## config.mk

```make
export PLATFORM = sky130hd
export DESIGN_NAME = lbm_macro_moments
export DESIGN_NICKNAME = d
export VERILOG_FILES = /design/src/rtl/lbm_pkg.sv /design/src/rtl/lbm_seq_divider.sv /design/src/rtl/lbm_macro_moments.sv
export SDC_FILE = /design/constraint.sdc
export NUM_CORES = 2
export LEC_CHECK = 0
export ABC_CLOCK_PERIOD_IN_PS = 40500
export CORE_MARGIN = 8
export CORE_UTILIZATION = 32
export CTS_CLUSTER_SIZE = 30
export DETAILED_ROUTE_END_ITERATION = 8
export GPL_TIMING_DRIVEN = 1
export PLACE_DENSITY = 0.52
export REMOVE_ABC_BUFFERS = 1
export SETUP_SLACK_MARGIN = 0.05
export SLEW_MARGIN = 5
export SYNTH_ARGS = -nofsm -noshare
export SYNTH_HDL_FRONTEND = slang
export SYNTH_SLANG_ARGS = --single-unit
```

## constraint.sdc

```tcl
create_clock -name CLOCK_50 -period 40.5 [get_ports CLOCK_50]
set_clock_uncertainty 0.2 [all_clocks]
set_input_delay 6.075 -clock CLOCK_50 [delete_from_list [all_inputs] [get_ports CLOCK_50]]
set_output_delay 6.075 -clock CLOCK_50 [all_outputs]
set_load 0.02 [all_outputs]
```

## src/rtl/lbm_pkg.sv

```systemverilog
// lbm_pkg: shared definitions for the LBM_DE2 D2Q9 datapath.
//   - lattice direction indices and the cx/cy velocity tables
//   - the moment-stage FSM state encoding
//   - width/iteration derivations for the moment sums and divider
//   - 8.24 fixed-point helpers shared with the collision stage
package lbm_pkg;

    localparam int LBM_Q = 9;

    // Direction order used by the packed distribution word.
    localparam int DIR_REST = 0;
    localparam int DIR_E    = 1;
    localparam int DIR_N    = 2;
    localparam int DIR_W    = 3;
    localparam int DIR_S    = 4;
    localparam int DIR_NE   = 5;
    localparam int DIR_NW   = 6;
    localparam int DIR_SW   = 7;
    localparam int DIR_SE   = 8;

    localparam int LBM_CX [LBM_Q] = '{0, 1, 0, -1,  0, 1, -1, -1,  1};
    localparam int LBM_CY [LBM_Q] = '{0, 0, 1,  0, -1, 1,  1, -1, -1};

    // Nine-term sums need headroom beyond one data word.
    localparam int LBM_SUM_GUARD = 4;

    typedef enum logic [1:0] {
        IDLE = 2'd0,
        SUM  = 2'd1,
        DIV  = 2'd2,
        DONE = 2'd3
    } lbm_state_e;

    function automatic int lbm_sum_width(input int data_width);
        return data_width + LBM_SUM_GUARD;
    endfunction

    // One quotient bit per cycle over the whole (|m| << frac) dividend.
    function automatic int lbm_iter(input int data_width, input int frac_bits);
        return lbm_sum_width(data_width) + frac_bits;
    endfunction

    // 8.24 helpers
    localparam int          FX_FRAC = 24;
    localparam logic [31:0] FX_ONE  = 32'h0100_0000;

    function automatic logic [31:0] fx_mul(input logic signed [31:0] a,
                                           input logic signed [31:0] b);
        logic signed [63:0] prod;
        prod = a * b;
        return prod[FX_FRAC +: 32];
    endfunction

endpackage

```

## src/rtl/lbm_seq_divider.sv

```systemverilog
// lbm_seq_divider: restoring unsigned divider, one quotient bit per cycle.
//   CLOCK_50, RESET : clock, asynchronous active-high reset
//   start           : load dividend/divisor and begin (ignored bits of state discarded)
//   dividend        : DIVIDEND_WIDTH-bit unsigned numerator
//   divisor         : DIVISOR_WIDTH-bit unsigned denominator
//   busy            : iterations in progress
//   done            : high during the final iteration cycle; quotient is valid then
//   quotient        : quotient including the bit produced this cycle
// The run takes DIVIDEND_WIDTH cycles after start. A zero divisor yields garbage.
module lbm_seq_divider #(
    parameter int DIVIDEND_WIDTH = 60,
    parameter int DIVISOR_WIDTH  = 36
) (
    input  logic                      CLOCK_50,
    input  logic                      RESET,
    input  logic                      start,
    input  logic [DIVIDEND_WIDTH-1:0] dividend,
    input  logic [DIVISOR_WIDTH-1:0]  divisor,
    output logic                      busy,
    output logic                      done,
    output logic [DIVIDEND_WIDTH-1:0] quotient
);

    localparam int CNT_WIDTH = $clog2(DIVIDEND_WIDTH);
    localparam logic [CNT_WIDTH-1:0] LAST = CNT_WIDTH'(DIVIDEND_WIDTH - 1);

    // q_reg shifts dividend bits out of its top while quotient bits enter at the bottom.
    logic [DIVIDEND_WIDTH-1:0] q_reg;
    logic [DIVISOR_WIDTH-1:0]  rem_reg;
    logic [DIVISOR_WIDTH-1:0]  divisor_reg;
    logic [CNT_WIDTH-1:0]      count_reg;
    logic                      busy_reg;

    logic [DIVISOR_WIDTH:0]    rem_shift;
    logic [DIVISOR_WIDTH:0]    rem_diff;
    logic [DIVISOR_WIDTH-1:0]  rem_next;
    logic                      take;

    // rem_reg < divisor always, so the trial difference is negative exactly
    // when its top bit is set.
    assign rem_shift = {rem_reg, q_reg[DIVIDEND_WIDTH-1]};
    assign rem_diff  = rem_shift - {1'b0, divisor_reg};
    assign take      = ~rem_diff[DIVISOR_WIDTH];
    assign rem_next  = take ? rem_diff[DIVISOR_WIDTH-1:0] : rem_shift[DIVISOR_WIDTH-1:0];

    assign busy     = busy_reg;
    assign done     = busy_reg && (count_reg == LAST);
    assign quotient = {q_reg[DIVIDEND_WIDTH-2:0], take};

    always_ff @(posedge CLOCK_50 or posedge RESET) begin
        if (RESET) begin
            q_reg       <= '0;
            rem_reg     <= '0;
            divisor_reg <= '0;
            count_reg   <= '0;
            busy_reg    <= 1'b0;
        end else if (start) begin
            q_reg       <= dividend;
            rem_reg     <= '0;
            divisor_reg <= divisor;
            count_reg   <= '0;
            busy_reg    <= 1'b1;
        end else if (busy_reg) begin
            q_reg     <= quotient;
            rem_reg   <= rem_next;
            count_reg <= count_reg + 1'b1;
            if (count_reg == LAST) begin
                busy_reg <= 1'b0;
            end
        end
    end

endmodule

```

## src/rtl/lbm_macro_moments.sv

```systemverilog
// lbm_macro_moments: density and velocity moments of one D2Q9 cell.
//   CLOCK_50, RESET       : clock, asynchronous active-high reset
//   in_valid/in_ready     : input handshake for fin_in (9 x 8.24 signed) and addr_in
//   out_valid/out_ready   : output handshake for p_out, ux_out, uy_out, addr_out, ovf_out
//   p_out                 : rho, low DATA_WIDTH bits
//   ux_out, uy_out        : momentum / rho, 8.24 signed
//   ovf_out               : velocity saturated
// Optional feature macro: LBM_MACRO_SAT_EN enables velocity saturation and
// ovf_out; without it the quotient wraps and ovf_out is constant 0.
// Latency: ITER+1 cycles from the accepting edge to out_valid.
module lbm_macro_moments
    import lbm_pkg::*;
#(
    parameter int DATA_WIDTH      = 32,
    parameter int FRACTIONAL_BITS = 24,
    parameter int DATA_WIDTH_F    = 9 * DATA_WIDTH,
    parameter int ADDRESS_WIDTH   = 8
) (
    input  logic                     CLOCK_50,
    input  logic                     RESET,
    input  logic                     in_valid,
    output logic                     in_ready,
    input  logic [DATA_WIDTH_F-1:0]  fin_in,
    input  logic [ADDRESS_WIDTH-1:0] addr_in,
    output logic                     out_valid,
    input  logic                     out_ready,
    output logic [DATA_WIDTH-1:0]    p_out,
    output logic [DATA_WIDTH-1:0]    ux_out,
    output logic [DATA_WIDTH-1:0]    uy_out,
    output logic [ADDRESS_WIDTH-1:0] addr_out,
    output logic                     ovf_out
);

    localparam int SUM_WIDTH = lbm_sum_width(DATA_WIDTH);
    localparam int ITER      = lbm_iter(DATA_WIDTH, FRACTIONAL_BITS);

    localparam logic [1:0] S_IDLE = IDLE;
    localparam logic [1:0] S_SUM  = SUM;
    localparam logic [1:0] S_DIV  = DIV;
    localparam logic [1:0] S_DONE = DONE;

`ifdef LBM_MACRO_SAT_EN
    localparam bit SAT_EN = 1'b1;
`else
    localparam bit SAT_EN = 1'b0;
`endif

    localparam logic [DATA_WIDTH-1:0] SAT_POS = {1'b0, {(DATA_WIDTH-1){1'b1}}};
    localparam logic [DATA_WIDTH-1:0] SAT_NEG = {1'b1, {(DATA_WIDTH-2){1'b0}}, 1'b1};

    logic [1:0]               state_reg, state_next;
    logic                     in_ready_reg;
    logic                     out_valid_reg;
    logic [DATA_WIDTH_F-1:0]  fin_reg;
    logic [ADDRESS_WIDTH-1:0] addr_reg;
    logic [DATA_WIDTH-1:0]    p_reg;
    logic                     rho_pos_reg;
    logic                     mx_neg_reg, my_neg_reg;
    logic [DATA_WIDTH-1:0]    p_out_reg, ux_out_reg, uy_out_reg;
    logic [ADDRESS_WIDTH-1:0] addr_out_reg;
    logic                     ovf_out_reg;

    logic signed [SUM_WIDTH-1:0] f_ext [LBM_Q];
    logic signed [SUM_WIDTH-1:0] rho_sum, mx_sum, my_sum;
    logic [SUM_WIDTH-1:0]        mx_mag, my_mag;

    logic            accept;
    logic            div_start;
    logic            ux_busy, uy_busy, ux_done, uy_done;
    logic [ITER-1:0] ux_quot, uy_quot;
    logic            div_last;
    logic [DATA_WIDTH:0] ux_shaped, uy_shaped;

    // Sign-extend each distribution to the sum width.
    genvar gi;
    generate
        for (gi = 0; gi < LBM_Q; gi++) begin : g_ext
            assign f_ext[gi] = {{LBM_SUM_GUARD{fin_reg[gi*DATA_WIDTH + DATA_WIDTH-1]}},
                                fin_reg[gi*DATA_WIDTH +: DATA_WIDTH]};
        end
    endgenerate

    always_comb begin
        rho_sum = '0;
        mx_sum  = '0;
        my_sum  = '0;
        for (int i = 0; i < LBM_Q; i++) begin
            rho_sum = rho_sum + f_ext[i];
            if (LBM_CX[i] > 0)      mx_sum = mx_sum + f_ext[i];
            else if (LBM_CX[i] < 0) mx_sum = mx_sum - f_ext[i];
            if (LBM_CY[i] > 0)      my_sum = my_sum + f_ext[i];
            else if (LBM_CY[i] < 0) my_sum = my_sum - f_ext[i];
        end
    end

    // Divide magnitudes; the sign is reapplied once the quotient is known.
    assign mx_mag = mx_sum[SUM_WIDTH-1] ? (~mx_sum + 1'b1) : mx_sum;
    assign my_mag = my_sum[SUM_WIDTH-1] ? (~my_sum + 1'b1) : my_sum;

    assign accept    = (state_reg == S_IDLE) && in_valid && in_ready_reg;
    assign div_start = (state_reg == S_SUM);
    assign div_last  = ux_done && uy_done;

    lbm_seq_divider #(
        .DIVIDEND_WIDTH(ITER),
        .DIVISOR_WIDTH (SUM_WIDTH)
    ) u_div_ux (
        .CLOCK_50(CLOCK_50),
        .RESET   (RESET),
        .start   (div_start),
        .dividend({mx_mag, {FRACTIONAL_BITS{1'b0}}}),
        .divisor ($unsigned(rho_sum)),
        .busy    (ux_busy),
        .done    (ux_done),
        .quotient(ux_quot)
    );

    lbm_seq_divider #(
        .DIVIDEND_WIDTH(ITER),
        .DIVISOR_WIDTH (SUM_WIDTH)
    ) u_div_uy (
        .CLOCK_50(CLOCK_50),
        .RESET   (RESET),
        .start   (div_start),
        .dividend({my_mag, {FRACTIONAL_BITS{1'b0}}}),
        .divisor ($unsigned(rho_sum)),
        .busy    (uy_busy),
        .done    (uy_done),
        .quotient(uy_quot)
    );

    // Returns {ovf, velocity}. Non-positive density forces a clean zero.
    function automatic logic [DATA_WIDTH:0] shape_velocity(input logic [ITER-1:0] quot,
                                                           input logic            neg,
                                                           input logic            rho_pos);
        logic [DATA_WIDTH-1:0] mag_lo;
        logic [DATA_WIDTH-1:0] val;
        logic                  over;
        mag_lo = quot[DATA_WIDTH-1:0];
        over   = |quot[ITER-1:DATA_WIDTH-1];
        val    = neg ? (~mag_lo + 1'b1) : mag_lo;
        if (!rho_pos) begin
            return '0;
        end
        if (SAT_EN && over) begin
            return {1'b1, neg ? SAT_NEG : SAT_POS};
        end
        return {1'b0, val};
    endfunction

    assign ux_shaped = shape_velocity(ux_quot, mx_neg_reg, rho_pos_reg);
    assign uy_shaped = shape_velocity(uy_quot, my_neg_reg, rho_pos_reg);

    always_comb begin
        state_next = state_reg;
        case (state_reg)
            S_IDLE: if (accept) state_next = S_SUM;
            S_SUM:  state_next = S_DIV;
            S_DIV: begin
                if (div_last) begin
                    state_next = S_DONE;
                end else if (!(ux_busy && uy_busy)) begin
                    // Dividers dropped out without finishing: nothing to report.
                    state_next = S_IDLE;
                end
            end
            S_DONE: if (out_ready) state_next = S_IDLE;
            default: state_next = S_IDLE;
        endcase
    end

    always_ff @(posedge CLOCK_50 or posedge RESET) begin
        if (RESET) begin
            state_reg     <= S_IDLE;
            in_ready_reg  <= 1'b0;
            out_valid_reg <= 1'b0;
            fin_reg       <= '0;
            addr_reg      <= '0;
            p_reg         <= '0;
            rho_pos_reg   <= 1'b0;
            mx_neg_reg    <= 1'b0;
            my_neg_reg    <= 1'b0;
            p_out_reg     <= '0;
            ux_out_reg    <= '0;
            uy_out_reg    <= '0;
            addr_out_reg  <= '0;
            ovf_out_reg   <= 1'b0;
        end else begin
            state_reg    <= state_next;
            in_ready_reg <= (state_next == S_IDLE);
            case (state_reg)
                S_IDLE: begin
                    if (accept) begin
                        fin_reg  <= fin_in;
                        addr_reg <= addr_in;
                    end
                end
                S_SUM: begin
                    p_reg       <= rho_sum[DATA_WIDTH-1:0];
                    rho_pos_reg <= !rho_sum[SUM_WIDTH-1] && (rho_sum != '0);
                    mx_neg_reg  <= mx_sum[SUM_WIDTH-1];
                    my_neg_reg  <= my_sum[SUM_WIDTH-1];
                end
                S_DIV: begin
                    if (div_last) begin
                        p_out_reg     <= p_reg;
                        ux_out_reg    <= ux_shaped[DATA_WIDTH-1:0];
                        uy_out_reg    <= uy_shaped[DATA_WIDTH-1:0];
                        ovf_out_reg   <= ux_shaped[DATA_WIDTH] | uy_shaped[DATA_WIDTH];
                        addr_out_reg  <= addr_reg;
                        out_valid_reg <= 1'b1;
                    end
                end
                S_DONE: begin
                    if (out_ready) begin
                        out_valid_reg <= 1'b0;
                    end
                end
                default: ;
            endcase
        end
    end

    assign in_ready  = in_ready_reg;
    assign out_valid = out_valid_reg;
    assign p_out     = p_out_reg;
    assign ux_out    = ux_out_reg;
    assign uy_out    = uy_out_reg;
    assign addr_out  = addr_out_reg;
    assign ovf_out   = ovf_out_reg;

endmodule

```

==> results_dict.tcl <==
set metrics [dict create \
    grt_max_degree 115 \
    path_max_fanout 112 \
    rows 144 \
    dr.first_iter.drc_count 2147 \
    fmax_mhz 104 \
    initial_core_util_pct 32.2 \
    postRouteAntennaNets 0 \
    cts_sinks 649 \
    synth.largest_area_cell "dfrtp_1" \
    criticalPathCategory "in2reg" \
    worstSetupStartpointType "input port" \
    post_cts_buffers 0 \
    portBuffers 405 \
    synth_area_leaders "dfrtp_1, fa_1, o21ai_0, inv_1, nand2_1" \
    grt.total_usage_pct 17.3 \
    crit_top_cell "buf_4" \
    yosysUniqueCellTypes 94 \
    dr.pass1.iters 5 \
    synth_top_area_share_pct 32.8 \
    dieArea_um2 168000 \
    post-dp-hpwl_mm 115 \
    vias 37900 \
    fin_nets 6583 \
    cpPeakStageDelay_ns 0.82 \
    place_congestion 0.861 \
    ys.warnings.count 0 \
    status "finished, final reports clean" \
    layout_min_cycle_time_ns 9.62 \
    finalMaxSlewViolations 0 \
    cp.arrival_ns 10.01 \
    htree_levels 3 \
    vias_per_cell 4.90 \
    ios 407 \
    fp.dieH_um 410 \
    drive_gt1_share_pct 4.98 \
    clkLatencyLatePin_ns 0.72 \
    core_area_um2 154000 \
    cts-root-buf "clkbuf_16" \
    wirelength_mm 146 \
    fin_crit_sh_pct 23.8 \
    cts_tree "yes" \
    rsz0062_at_grt "false" \
    area_growth_pct 18.5 \
    synth_seq_cells 649 \
    clk_pin_slew_ns 0.06 \
    cts_max_path_buffers 3 \
    hold-worst-slack_ns 0.263 \
    grt_pass1_vias 39200 \
    hold_viol_final 0 \
    synthCells 5304 \
    grt_pass1_wl_mm 231 \
    die_w_um 410 \
    antenna_found_initial 4 \
    netlist_area_um2 49600 \
    synth_edf_count 0 \
    async_flop_share_pct 100 \
    wl_per_cell_um 18.9 \
    cts_resized 0 \
    crit_slowest_cell "buf_4" \
    largest_reg_flops 288 \
    worstMarginPinSlew_ns 1.28 \
    required_ns 40.89 \
    tns_ns 0 \
    grt_overflow_total 0 \
    r2r_slack_ns 33.25 \
    critPathTopFamily "buffers and inverters" \
    cap_violations 0 \
    ys_seq_area_share_pct 32.8 \
    drc 0 \
    worstPathCellList "clkdlybuf4s50_1 -> nand2_1 -> nor3_2 -> buf_4 -> buf_4 -> buf_4 -> buf_4 -> nand2_1 -> o21ai_0" \
    holdCritPathClass "reg2reg" \
    postCtsHoldBufs 0 \
    syn_area_per_cell_um2 9.34 \
    synth_ff_type "dfrtp_1" \
    critPathCaptureType "flop" \
    numCtsBuffers 84 \
    path_buf_inv 5 \
    maxSlewHeadroom_pct 14.4 \
    setup_viol 0 \
]
==> routing by layer <==
layer	wire length (um)	global-route usage, %
met1	68100	24.1
met2	67800	27.9
met3	6620	2.72
met4	3680	4.69
met5	21	0
==> kinds of logic after synthesis <==
group                    share of synthesized area [%]
adder cells (fa/ha/maj)                           24.4
XOR/XNOR                                          4.59
multiplexers                                      3.10
AO/OA/AOI/OAI                                     15.9
flip-flops                                        32.8
other                                          0.00757
buffers and inverters                             7.33
AND/OR/NAND/NOR                                   11.9
==> worst reg2reg max path: cells and delay by family (launching register included) <==
| family | cells | cell delay (ns) |
|---|---|---|
| flops | 1 | 0.40 |
| compound gates | 8 | 3.13 |
| simple gates | 1 | 0.21 |
| fa+ha+maj | 6 | 2.84 |
| buf+inv | 2 | 0.10 |
| xor+xnor | 1 | 0.23 |
==> cell usage after synthesis (8+ instances only) <==
master	number
nor2_1	221
fa_1	489
nand2_1	664
inv_1	736
clkbuf_1	206
or3_1	36
o31a_1	9
o41ai_1	17
xnor2_1	124
a31oi_1	55
a211oi_1	66
a311oi_1	8
a21oi_1	262
nand2b_1	23
o211ai_1	18
o21bai_1	22
nand3_1	63
nand4_1	42
ha_1	186
and2_1	19
mux2_2	45
nor4_1	16
xor2_1	136
nor3_1	62
o21ai_0	586
a2111oi_0	11
nor3b_1	8
a32o_1	9
a21o_1	79
dfrtp_1	649
o31ai_1	47
or4_1	10
and3_1	25
o21a_1	25
or2_2	15
nor2b_1	50
mux2i_1	103
buf_1	20
==> placed cells by master (no fill, tap or decap), types with 42 or more instances in the layout <==
cell type and instances:
inv_1 735, dfrtp_1 647, o21ai_0 585, mux2_2 45, buf_4 42, a21o_1 79, clkbuf_16 84, nor2_1 220
xnor2_1 123, mux2i_1 103, xor2_1 136, nand3_1 62, fa_1 489, ha_1 186, nand4_1 42, nand2_1 664
o31ai_1 47, clkdlybuf4s50_1 405, a31oi_1 55, nor2b_1 50, a211oi_1 66, a21oi_1 262, nor3_1 61
==> worst paths after layout <==
path | end | cells past startpoint | from
setup / recovery | fin_reg[112] | 9 | in_valid
max in group asynchronous | u_div_ux.rem_reg[29] | 5 | RESET
hold / removal | addr_out[2] | 2 | addr_out[2]
min in group asynchronous | fin_reg[163] | 2 | RESET
setup reg to reg | rho_pos_reg | 18 | fin_reg[194]
hold reg to reg | addr_out[2] | 2 | addr_out[2]
==> through the flow <==
stage	util (%)	setup WS, ns	std cells	cell area [um^2]
2_1_floorplan	-	7.08	5075	48700
3_3_place_gp	36.2	30.19	7566	55700
3_5_place_dp	36.2	30.09	7566	55700
4_1_cts	38.2	30.83	7722	58700
5_1_grt	38.2	30.46	7722	58700
6_report	38.2	30.88	7724	58700
==> layout make-up <==
type / instances / area (um^2)
Clock inverter: 40 / 617
Antenna cell: 2 / 5.00
Tap cell: 2044 / 2560
Timing Repair Buffer: 447 / 4370
Sequential cell: 649 / 16200
Inverter: 737 / 2770
Multi-Input combinational cell: 3689 / 29700
Fill cell: 15600 / 95100
Clock buffer: 116 / 2440
Power is left out: the tool's default activity adds up to more than one toggle a clock period on the data nets, which glitch-free logic cannot reach.
